**src/rtl/sync_fifo_mp_pkg.sv**
```systemverilog
`default_nettype none
// ============================================================================
// Module   : sync_fifo_mp_pkg
// Purpose  : Shared constants and width helpers for the multi-port FIFO.
//            ptr_width() gives the (log2(DEPTH)+1)-bit pointer/count width,
//            num_width() gives the width of a per-cycle push/pop count.
// Revision : 1.0 - initial release
// ============================================================================
package sync_fifo_mp_pkg;

    // Memory initialisation applied while reset is asserted
    localparam int C_RESET_MODE_NONE = 0;  // contents left undefined
    localparam int C_RESET_MODE_ZERO = 1;  // all entries cleared
    localparam int C_RESET_MODE_FRL  = 3;  // mem[i] = i, FIFO starts full

    // One extra pointer bit distinguishes full from empty
    function automatic int ptr_width(input int depth);
        return $clog2(depth) + 1;
    endfunction

    // Enough bits to encode 0..nports
    function automatic int num_width(input int nports);
        return $clog2(nports + 1);
    endfunction

endpackage
`default_nettype wire

```
**src/rtl/sync_fifo_mp_ptr.sv**
```systemverilog
`default_nettype none
// ============================================================================
// Module   : sync_fifo_mp_ptr
// Purpose  : One FIFO pointer: reset value, override load, optional
//            checkpoint save/restore and advance by a variable amount.
//            Priority: reset > override > restore > advance.
// Ports    : clk, reset          - clock, synchronous active-high reset
//            adv_en_i/adv_num_i  - advance pointer by adv_num_i
//            chg_en_i/chg_val_i  - load chg_val_i
//            ckpt_save_i         - capture the post-update pointer value
//            ckpt_restore_i      - reload pointer from the checkpoint
//            ptr_o               - current pointer
// Revision : 1.0 - initial release
// ============================================================================
module sync_fifo_mp_ptr #(
    parameter int              PW      = 6,
    parameter logic [PW-1:0]   RST_VAL = '0,
    parameter bit              CKPT_EN = 1'b0
) (
    input  logic          clk,
    input  logic          reset,
    input  logic          adv_en_i,
    input  logic [PW-1:0] adv_num_i,
    input  logic          chg_en_i,
    input  logic [PW-1:0] chg_val_i,
    input  logic          ckpt_save_i,
    input  logic          ckpt_restore_i,
    output logic [PW-1:0] ptr_o
);

    logic [PW-1:0] ptr_q;
    logic [PW-1:0] ptr_d;
    logic [PW-1:0] ckpt_val;
    logic          restore_act;

    always_comb begin
        ptr_d = ptr_q;
        if (chg_en_i) begin
            ptr_d = chg_val_i;
        end else if (restore_act) begin
            ptr_d = ckpt_val;
        end else if (adv_en_i) begin
            ptr_d = ptr_q + adv_num_i;   // wraps mod 2^PW
        end
    end

    always_ff @(posedge clk) begin
        if (reset) begin
            ptr_q <= RST_VAL;
        end else begin
            ptr_q <= ptr_d;
        end
    end

    generate
        if (CKPT_EN) begin : g_ckpt
            logic [PW-1:0] ckpt_q;
            // Save captures the value the pointer takes at this edge; a
            // simultaneous restore wins and leaves the checkpoint untouched.
            always_ff @(posedge clk) begin
                if (reset) begin
                    ckpt_q <= RST_VAL;
                end else if (ckpt_save_i && !ckpt_restore_i) begin
                    ckpt_q <= ptr_d;
                end
            end
            assign ckpt_val    = ckpt_q;
            assign restore_act = ckpt_restore_i;
        end else begin : g_no_ckpt
            logic unused_ckpt;
            assign unused_ckpt = ckpt_save_i | ckpt_restore_i;
            assign ckpt_val    = '0;
            assign restore_act = 1'b0;
        end
    endgenerate

    assign ptr_o = ptr_q;

endmodule
`default_nettype wire

```
**src/rtl/sync_fifo_mp.sv**
```systemverilog
`default_nettype none
// ============================================================================
// Module   : sync_fifo_mp
// Purpose  : Synchronous FIFO accepting up to N_WR pushes and N_RD pops per
//            cycle (all-or-nothing per side), combinational read of the first
//            N_RD entries, pointer override for flush/recovery.
//            Optional write-pointer checkpoint enabled by the macro
//            SYNC_FIFO_MP_CHECKPOINT_EN (ckpt_* inputs ignored without it).
// Ports    : clk, reset            - clock, synchronous active-high reset
//            w_num, din            - push count and data (slot 0 = low bits)
//            w_ptr, w_fail         - write pointer, push rejected
//            r_num                 - pop count
//            dout, dout_valid      - head entries and their validity
//            r_ptr, r_fail         - read pointer, pop rejected
//            count, full, empty    - occupancy and flags
//            change_{r,w}_ptr_*    - pointer override enable/value
//            ckpt_save/ckpt_restore- write-pointer checkpoint controls
// Revision : 1.0 - initial release
// ============================================================================
module sync_fifo_mp
    import sync_fifo_mp_pkg::*;
#(
    parameter  int DEPTH      = 32,
    parameter  int WIDTH      = 32,
    parameter  int N_WR       = 2,
    parameter  int N_RD       = 2,
    parameter  int RESET_MODE = C_RESET_MODE_NONE,
    localparam int PW         = ptr_width(DEPTH),
    localparam int WN         = num_width(N_WR),
    localparam int RN         = num_width(N_RD)
) (
    input  logic                  clk,
    input  logic                  reset,
    input  logic [WN-1:0]         w_num,
    input  logic [N_WR*WIDTH-1:0] din,
    output logic [PW-1:0]         w_ptr,
    output logic                  w_fail,
    input  logic [RN-1:0]         r_num,
    output logic [N_RD*WIDTH-1:0] dout,
    output logic [N_RD-1:0]       dout_valid,
    output logic [PW-1:0]         r_ptr,
    output logic                  r_fail,
    output logic [PW-1:0]         count,
    output logic                  full,
    output logic                  empty,
    input  logic                  change_r_ptr_en,
    input  logic                  change_w_ptr_en,
    input  logic [PW-1:0]         change_r_ptr_value,
    input  logic [PW-1:0]         change_w_ptr_value,
    input  logic                  ckpt_save,
    input  logic                  ckpt_restore
);

    localparam int            AW       = PW - 1;
    localparam logic [PW-1:0] C_DEPTH  = PW'(DEPTH);
    localparam logic [PW-1:0] C_W_RST  = (RESET_MODE == C_RESET_MODE_FRL) ? PW'(DEPTH) : {PW{1'b0}};

`ifdef SYNC_FIFO_MP_CHECKPOINT_EN
    localparam bit CKPT_EN = 1'b1;
    logic ckpt_restore_act;
    assign ckpt_restore_act = ckpt_restore;
`else
    localparam bit CKPT_EN = 1'b0;
    logic ckpt_restore_act;
    assign ckpt_restore_act = 1'b0;
`endif

    logic [WIDTH-1:0] mem_q [DEPTH];
    logic [PW-1:0]    free;
    logic [PW-1:0]    w_num_ext;
    logic [PW-1:0]    r_num_ext;
    logic             push_ok;
    logic             pop_ok;
    logic [AW-1:0]    wr_idx [N_WR];
    logic [AW-1:0]    rd_idx [N_RD];

    assign w_num_ext = PW'(w_num);
    assign r_num_ext = PW'(r_num);

    // Occupancy from registered pointers only: same-cycle pops never make
    // room for same-cycle pushes and vice versa.
    assign count = w_ptr - r_ptr;
    assign free  = C_DEPTH - count;
    assign full  = (count == C_DEPTH);
    assign empty = (count == '0);

    assign push_ok = !change_w_ptr_en && !ckpt_restore_act
                     && (w_num_ext <= PW'(N_WR)) && (w_num_ext <= free);
    assign pop_ok  = !change_r_ptr_en
                     && (r_num_ext <= PW'(N_RD)) && (r_num_ext <= count);

    assign w_fail = (w_num != '0) && !push_ok;
    assign r_fail = (r_num != '0) && !pop_ok;

    // Memory index is the low AW bits, so slot offsets wrap DEPTH-1 -> 0.
    generate
        for (genvar k = 0; k < N_WR; k++) begin : g_wr_idx
            assign wr_idx[k] = w_ptr[AW-1:0] + AW'(k);
        end
        for (genvar k = 0; k < N_RD; k++) begin : g_rd
            assign rd_idx[k]                 = r_ptr[AW-1:0] + AW'(k);
            assign dout[k*WIDTH +: WIDTH]    = mem_q[rd_idx[k]];
            assign dout_valid[k]             = (PW'(k) < count);
        end
    endgenerate

    always_ff @(posedge clk) begin
        if (reset) begin
            if (RESET_MODE == C_RESET_MODE_ZERO) begin
                for (int i = 0; i < DEPTH; i++) begin
                    mem_q[i] <= '0;
                end
            end else if (RESET_MODE == C_RESET_MODE_FRL) begin
                // Free-register-list preload: entry i holds register tag i
                for (int i = 0; i < DEPTH; i++) begin
                    mem_q[i] <= WIDTH'(i);
                end
            end
        end else if (push_ok) begin
            for (int k = 0; k < N_WR; k++) begin
                if (PW'(k) < w_num_ext) begin
                    mem_q[wr_idx[k]] <= din[k*WIDTH +: WIDTH];
                end
            end
        end
    end

    sync_fifo_mp_ptr #(
        .PW      (PW),
        .RST_VAL (C_W_RST),
        .CKPT_EN (CKPT_EN)
    ) u_w_ptr (
        .clk            (clk),
        .reset          (reset),
        .adv_en_i       (push_ok),
        .adv_num_i      (w_num_ext),
        .chg_en_i       (change_w_ptr_en),
        .chg_val_i      (change_w_ptr_value),
        .ckpt_save_i    (ckpt_save),
        .ckpt_restore_i (ckpt_restore),
        .ptr_o          (w_ptr)
    );

    sync_fifo_mp_ptr #(
        .PW      (PW),
        .RST_VAL ({PW{1'b0}}),
        .CKPT_EN (1'b0)
    ) u_r_ptr (
        .clk            (clk),
        .reset          (reset),
        .adv_en_i       (pop_ok),
        .adv_num_i      (r_num_ext),
        .chg_en_i       (change_r_ptr_en),
        .chg_val_i      (change_r_ptr_value),
        .ckpt_save_i    (1'b0),
        .ckpt_restore_i (1'b0),
        .ptr_o          (r_ptr)
    );

endmodule
`default_nettype wire

```
**config.mk**
```make
export PLATFORM = sky130hd
export DESIGN_NAME = sync_fifo_mp
export DESIGN_NICKNAME = d
export VERILOG_FILES = /design/src/rtl/sync_fifo_mp_pkg.sv /design/src/rtl/sync_fifo_mp_ptr.sv /design/src/rtl/sync_fifo_mp.sv
export SDC_FILE = /design/constraint.sdc
export NUM_CORES = 2
export LEC_CHECK = 0
export ABC_CLOCK_PERIOD_IN_PS = 7610
export BUFFER_PORTS_ARGS = -buffer_cell sky130_fd_sc_hd__buf_2
export CAP_MARGIN = 25
export CORE_AREA = 2 2 374 376
export DETAILED_ROUTE_END_ITERATION = 8
export DIE_AREA = 0 0 376 378
export GPL_ROUTABILITY_DRIVEN = 0
export SETUP_SLACK_MARGIN = 0.5
export SYNTH_ARGS = -nofsm -noshare
export SYNTH_HDL_FRONTEND = slang
export SYNTH_SLANG_ARGS = --single-unit
```
**constraint.sdc**
```tcl
create_clock -name clk -period 7.61 [get_ports clk]
set_input_delay 1.522 -clock clk [delete_from_list [all_inputs] [get_ports clk]]
set_output_delay 1.522 -clock clk [all_outputs]
set_load 0.02 [all_outputs]
```
==> impl_table.tex <==
\begin{tabular}{lr}
\hline
Metric & Value \\
\hline
\multicolumn{2}{l}{\textbf{Synth}} \\
Top area cells in the synthesized netlist & sky130\_fd\_sc\_hd\_\_edfxtp\_1, sky130\_fd\_sc\_hd\_\_mux4\_2, sky130\_fd\_sc\_hd\_\_mux2\_2, sky130\_fd\_sc\_hd\_\_clkbuf\_1, sky130\_fd\_sc\_hd\_\_mux2\_1 \\
Net count after synthesis & 3589 \\
Register bit count reported by yosys & 1041 \\
Most area-hungry cell type in the Yosys netlist & sky130\_fd\_sc\_hd\_\_edfxtp\_1 \\
Number of warnings issued by yosys & 0 \\
Synthesized netlist cell count & 3485 \\
Area share of the largest cell type after synthesis & 49.9\% \\
Synthesized area divided by synthesized cell count & 17.7 µm² \\
Area of the mapped netlist & 61700 µm² \\
Async S/R FF share, synth & 0\% \\
EDFF count, synth & 1024 \\
Distinct cell type count of the synthesized netlist & 61 \\
Most used flip-flop cell after synthesis & sky130\_fd\_sc\_hd\_\_edfxtp\_1 \\
Share of the yosys chip area belonging to registers & 50.4\% \\
\multicolumn{2}{l}{\textbf{Timing}} \\
Final WS setup & 1460 ps \\
Maximum clock rate & 0.163 GHz \\
Setup repair after global routing missed its margin & false \\
Number of pins exceeding their max-slew limit in the final report & 0 \\
Transition time at the pin with the least slew margin & 1140 ps \\
Sum of negative setup slack & 0 ps \\
Final setup violation count & 0 \\
Maximum clock skew at final layout & 26.6 ps \\
Portion of the clock cycle consumed by the worst path in the final layout & 80.8\% \\
Slew headroom & 23.9\% \\
Final min period & 6150 ps \\
Final Hold Viols & 0 \\
\multicolumn{2}{l}{\textbf{Global routing}} \\
Grt ovf & 0 \\
Antenna violations before repair & 16 \\
Maximum number of pins on one net before global-route repair & 118 \\
Wire length of the first global-routing pass & 297000 µm \\
All-layer global routing usage & 29.9\% \\
Vias in the first global route & 38782 \\
\multicolumn{2}{l}{\textbf{Min path}} \\
Hold/Removal Path Class & reg2reg \\
Origin of the worst min-delay path & u\_w\_ptr.ptr\_o[5]\$\_SDFFE\_PP0P\_ \\
\multicolumn{2}{l}{\textbf{Worst setup path}} \\
CP Launch Point & u\_r\_ptr.ptr\_o[0]\$\_SDFFE\_PP0N\_ \\
Worst Setup Start Kind & register \\
Type of the setup path with the least slack & reg2out \\
Crit-path leading delay family & buffers and inverters \\
Biggest cell delay along the critical path & 770 ps \\
CP Cell Sequence & buf\_4, buf\_4, buf\_16, mux4\_2, mux4\_2, mux2\_2, buf\_2 \\
Critical Path End Type & output pin \\
CP required & 6090 ps \\
FF-to-FF setup slack & 1510 ps \\
Maximum fanout encountered on the critical timing path & 42 \\
CP Buf/Inv Count & 4 \\
RR Startpoint & u\_w\_ptr.ptr\_o[1]\$\_SDFFE\_PP0P\_ \\
Slowest cell on the critical path & sky130\_fd\_sc\_hd\_\_buf\_4 \\
Critical path arrival & 4630 ps \\
\multicolumn{2}{l}{\textbf{Clocking}} \\
Maximum clock path buffer count & 3 \\
Worst skew pair latency & 740 ps \\
Count of buffers added by post-CTS timing repair for setup & 0 \\
Number of gates resized after CTS & 0 \\
Number of buffers inserted for hold repair after clock tree synthesis & 0 \\
TritonCTS clock tree & built \\
TritonCTS buffer count & 117 \\
Clock sink total & 1041 \\
Number of levels the H-tree was split into & 3 \\
Root Buffer Master & sky130\_fd\_sc\_hd\_\_clkbuf\_16 \\
CTS clock-pin slew for the worst setup and hold paths & 60 ps \\
\multicolumn{2}{l}{\textbf{Floorplan}} \\
Initial core utilization & 44.5\% \\
Area of the die & 142000 µm² \\
Number of placement rows & 137 \\
Horizontal extent of the die & 376 µm \\
Die Y-Extent & 378 µm \\
Core Footprint & 139000 µm² \\
Number of top-level design ports & 174 \\
\multicolumn{2}{l}{\textbf{Power and ir drop}} \\
Leak pwr & 20.8 nW \\
Highest ir drop seen on vdd & 0.000175 V \\
Power density normalized to cell area & 213 nW/µm² \\
\multicolumn{2}{l}{\textbf{Final layout}} \\
NumNets Final & 3540 \\
Multi-input gate area & 28900 µm² \\
Number of fill cells in the layout & 11393 \\
Commonest non-fill, non-tap cell in the layout & sky130\_fd\_sc\_hd\_\_edfxtp\_1 \\
Synthesis-to-finish area growth & 10.4\% \\
Share of cells above drive strength 1 & 62.0\% \\
Most frequent cells in the layout & sky130\_fd\_sc\_hd\_\_edfxtp\_1, sky130\_fd\_sc\_hd\_\_mux2\_2, sky130\_fd\_sc\_hd\_\_mux4\_2 \\
Finished Layout Cells & 5340 \\
Storage element area & 31100 µm² \\
\multicolumn{2}{l}{\textbf{Flow run}} \\
Max cap viols & 0 \\
\multicolumn{2}{l}{\textbf{Placement}} \\
Number of port buffers & 171 \\
Detailed placer's ending HPWL & 118000 µm \\
Placed Cells & 5121 \\
Worst slack at placement & 1600 ps \\
\multicolumn{2}{l}{\textbf{Routing}} \\
Residual antenna-violating net count after detailed routing & 0 \\
Average routed wire per standard cell & 39.8 µm \\
Detailed-route wire length & 212000 µm \\
DRC errors left & 0 \\
Starting DRC count in detailed routing & 4562 \\
Total iterations of the first detailed-routing run & 6 \\
Routed via count & 37183 \\
Ratio of routed vias to standard cells & 6.96 \\
\multicolumn{2}{l}{\textbf{Run status}} \\
Result of the run & complete, no violations \\
\hline
\end{tabular}
## cell usage after synthesis, types with 2 or more instances
master and number:
sky130_fd_sc_hd__a2111oi_0 2, sky130_fd_sc_hd__a211oi_1 6, sky130_fd_sc_hd__a21oi_1 14, sky130_fd_sc_hd__a21oi_2 2, sky130_fd_sc_hd__a311oi_1 2, sky130_fd_sc_hd__and3_1 2, sky130_fd_sc_hd__buf_1 42, sky130_fd_sc_hd__buf_2 64
sky130_fd_sc_hd__buf_4 12, sky130_fd_sc_hd__buf_6 26, sky130_fd_sc_hd__clkbuf_1 308, sky130_fd_sc_hd__dfxtp_1 17, sky130_fd_sc_hd__edfxtp_1 1024, sky130_fd_sc_hd__fa_1 3, sky130_fd_sc_hd__ha_1 15, sky130_fd_sc_hd__inv_1 21
sky130_fd_sc_hd__mux2_1 66, sky130_fd_sc_hd__mux2_2 1022, sky130_fd_sc_hd__mux2i_1 3, sky130_fd_sc_hd__mux4_2 640, sky130_fd_sc_hd__nand2_1 27, sky130_fd_sc_hd__nand2b_1 5, sky130_fd_sc_hd__nand3_1 5, sky130_fd_sc_hd__nor2_1 45
sky130_fd_sc_hd__nor2b_1 7, sky130_fd_sc_hd__nor3_1 17, sky130_fd_sc_hd__nor3_2 7, sky130_fd_sc_hd__nor3_4 8, sky130_fd_sc_hd__nor3b_1 2, sky130_fd_sc_hd__nor4_1 2, sky130_fd_sc_hd__nor4_4 9, sky130_fd_sc_hd__o211ai_1 2
sky130_fd_sc_hd__o21ai_0 9, sky130_fd_sc_hd__o21bai_1 3, sky130_fd_sc_hd__o32a_1 3, sky130_fd_sc_hd__o32ai_1 2, sky130_fd_sc_hd__or2_2 2, sky130_fd_sc_hd__or3_1 6, sky130_fd_sc_hd__xnor2_1 9, sky130_fd_sc_hd__xor2_1 3
## where the power goes
group	switching, mW	leakage (nW)	internal [mW]
sequential	0.0764	9.36	6.34
combinational	1.41	9.72	1.20
clock	2.35	1.75	3.11
total	3.83	20.8	10.7
## metal layers
layer  part of all wire (%)  up-vias  global-route usage (%)
li1                       -    14393                       -
met1                     36    20019                    36.6
met2                     50     2205                    50.5
met3                    8.6      562                    5.77
met4                    5.7        4                    15.3
met5                  0.014        -                       0
## worst register-to-register path, cell delays in order (launching register included)
cell and delay [ps]:
sky130_fd_sc_hd__dfxtp_1 580, sky130_fd_sc_hd__inv_1 270, sky130_fd_sc_hd__fa_1 720, sky130_fd_sc_hd__ha_1 280
sky130_fd_sc_hd__inv_1 70, sky130_fd_sc_hd__ha_1 230, sky130_fd_sc_hd__nor2b_1 140, sky130_fd_sc_hd__o21ai_0 340
sky130_fd_sc_hd__nor3_1 100, sky130_fd_sc_hd__o211ai_1 230, sky130_fd_sc_hd__o41a_1 420, sky130_fd_sc_hd__o21ai_2 380
sky130_fd_sc_hd__nand2b_1 730, sky130_fd_sc_hd__nor2_4 840, sky130_fd_sc_hd__buf_4 430
## final timing paths
path / to / cells past startpoint
setup / recovery: dout[55] / 7
setup reg to reg: mem_q[10][16]$_DFFE_PP_ / 14
hold / removal: u_w_ptr.ptr_o[5]$_SDFFE_PP0P_ / 2
hold reg to reg: u_w_ptr.ptr_o[5]$_SDFFE_PP0P_ / 2
## kinds of logic after synthesis
kind of cell,synth area share (%)
muxes,43.3
DFF,50.4
buffers and inverters,3.41
and+or+nand+nor,1.65
AOI/OAI and AO/OA,0.627
adders and majority gates,0.402
xor gates and xnor gates,0.223
## per-stage QoR
step	utilization, %	area (µm²)	hold WS (ps)	power (mW)
6_report	49.2	68100	579	14.5
5_1_grt	49.2	68100	603	14.9
3_5_place_dp	46.5	64400	555	9.13
2_1_floorplan	-	61700	596	8.32
3_3_place_gp	46.5	64400	548	9.09
4_1_cts	49.1	68000	570	14.5
## sequential cells by signal (all words and copies together) (netlist names), named ones only
name	cells
u_r_ptr.ptr_o	6
mem_q	1024
u_w_ptr.ptr_o	6
## layout make-up
class / instances / share of cell area [%]
sequential: 1041 / 45.7
multi-input combinational: 1969 / 42.4
clock buffer: 148 / 4.53
tap: 1807 / 3.32
timing repair buffer: 284 / 3.14
clock inverter: 61 / 0.741
inverter: 23 / 0.127
antenna: 7 / 0.0257
(Power assumes the default switching activity.)
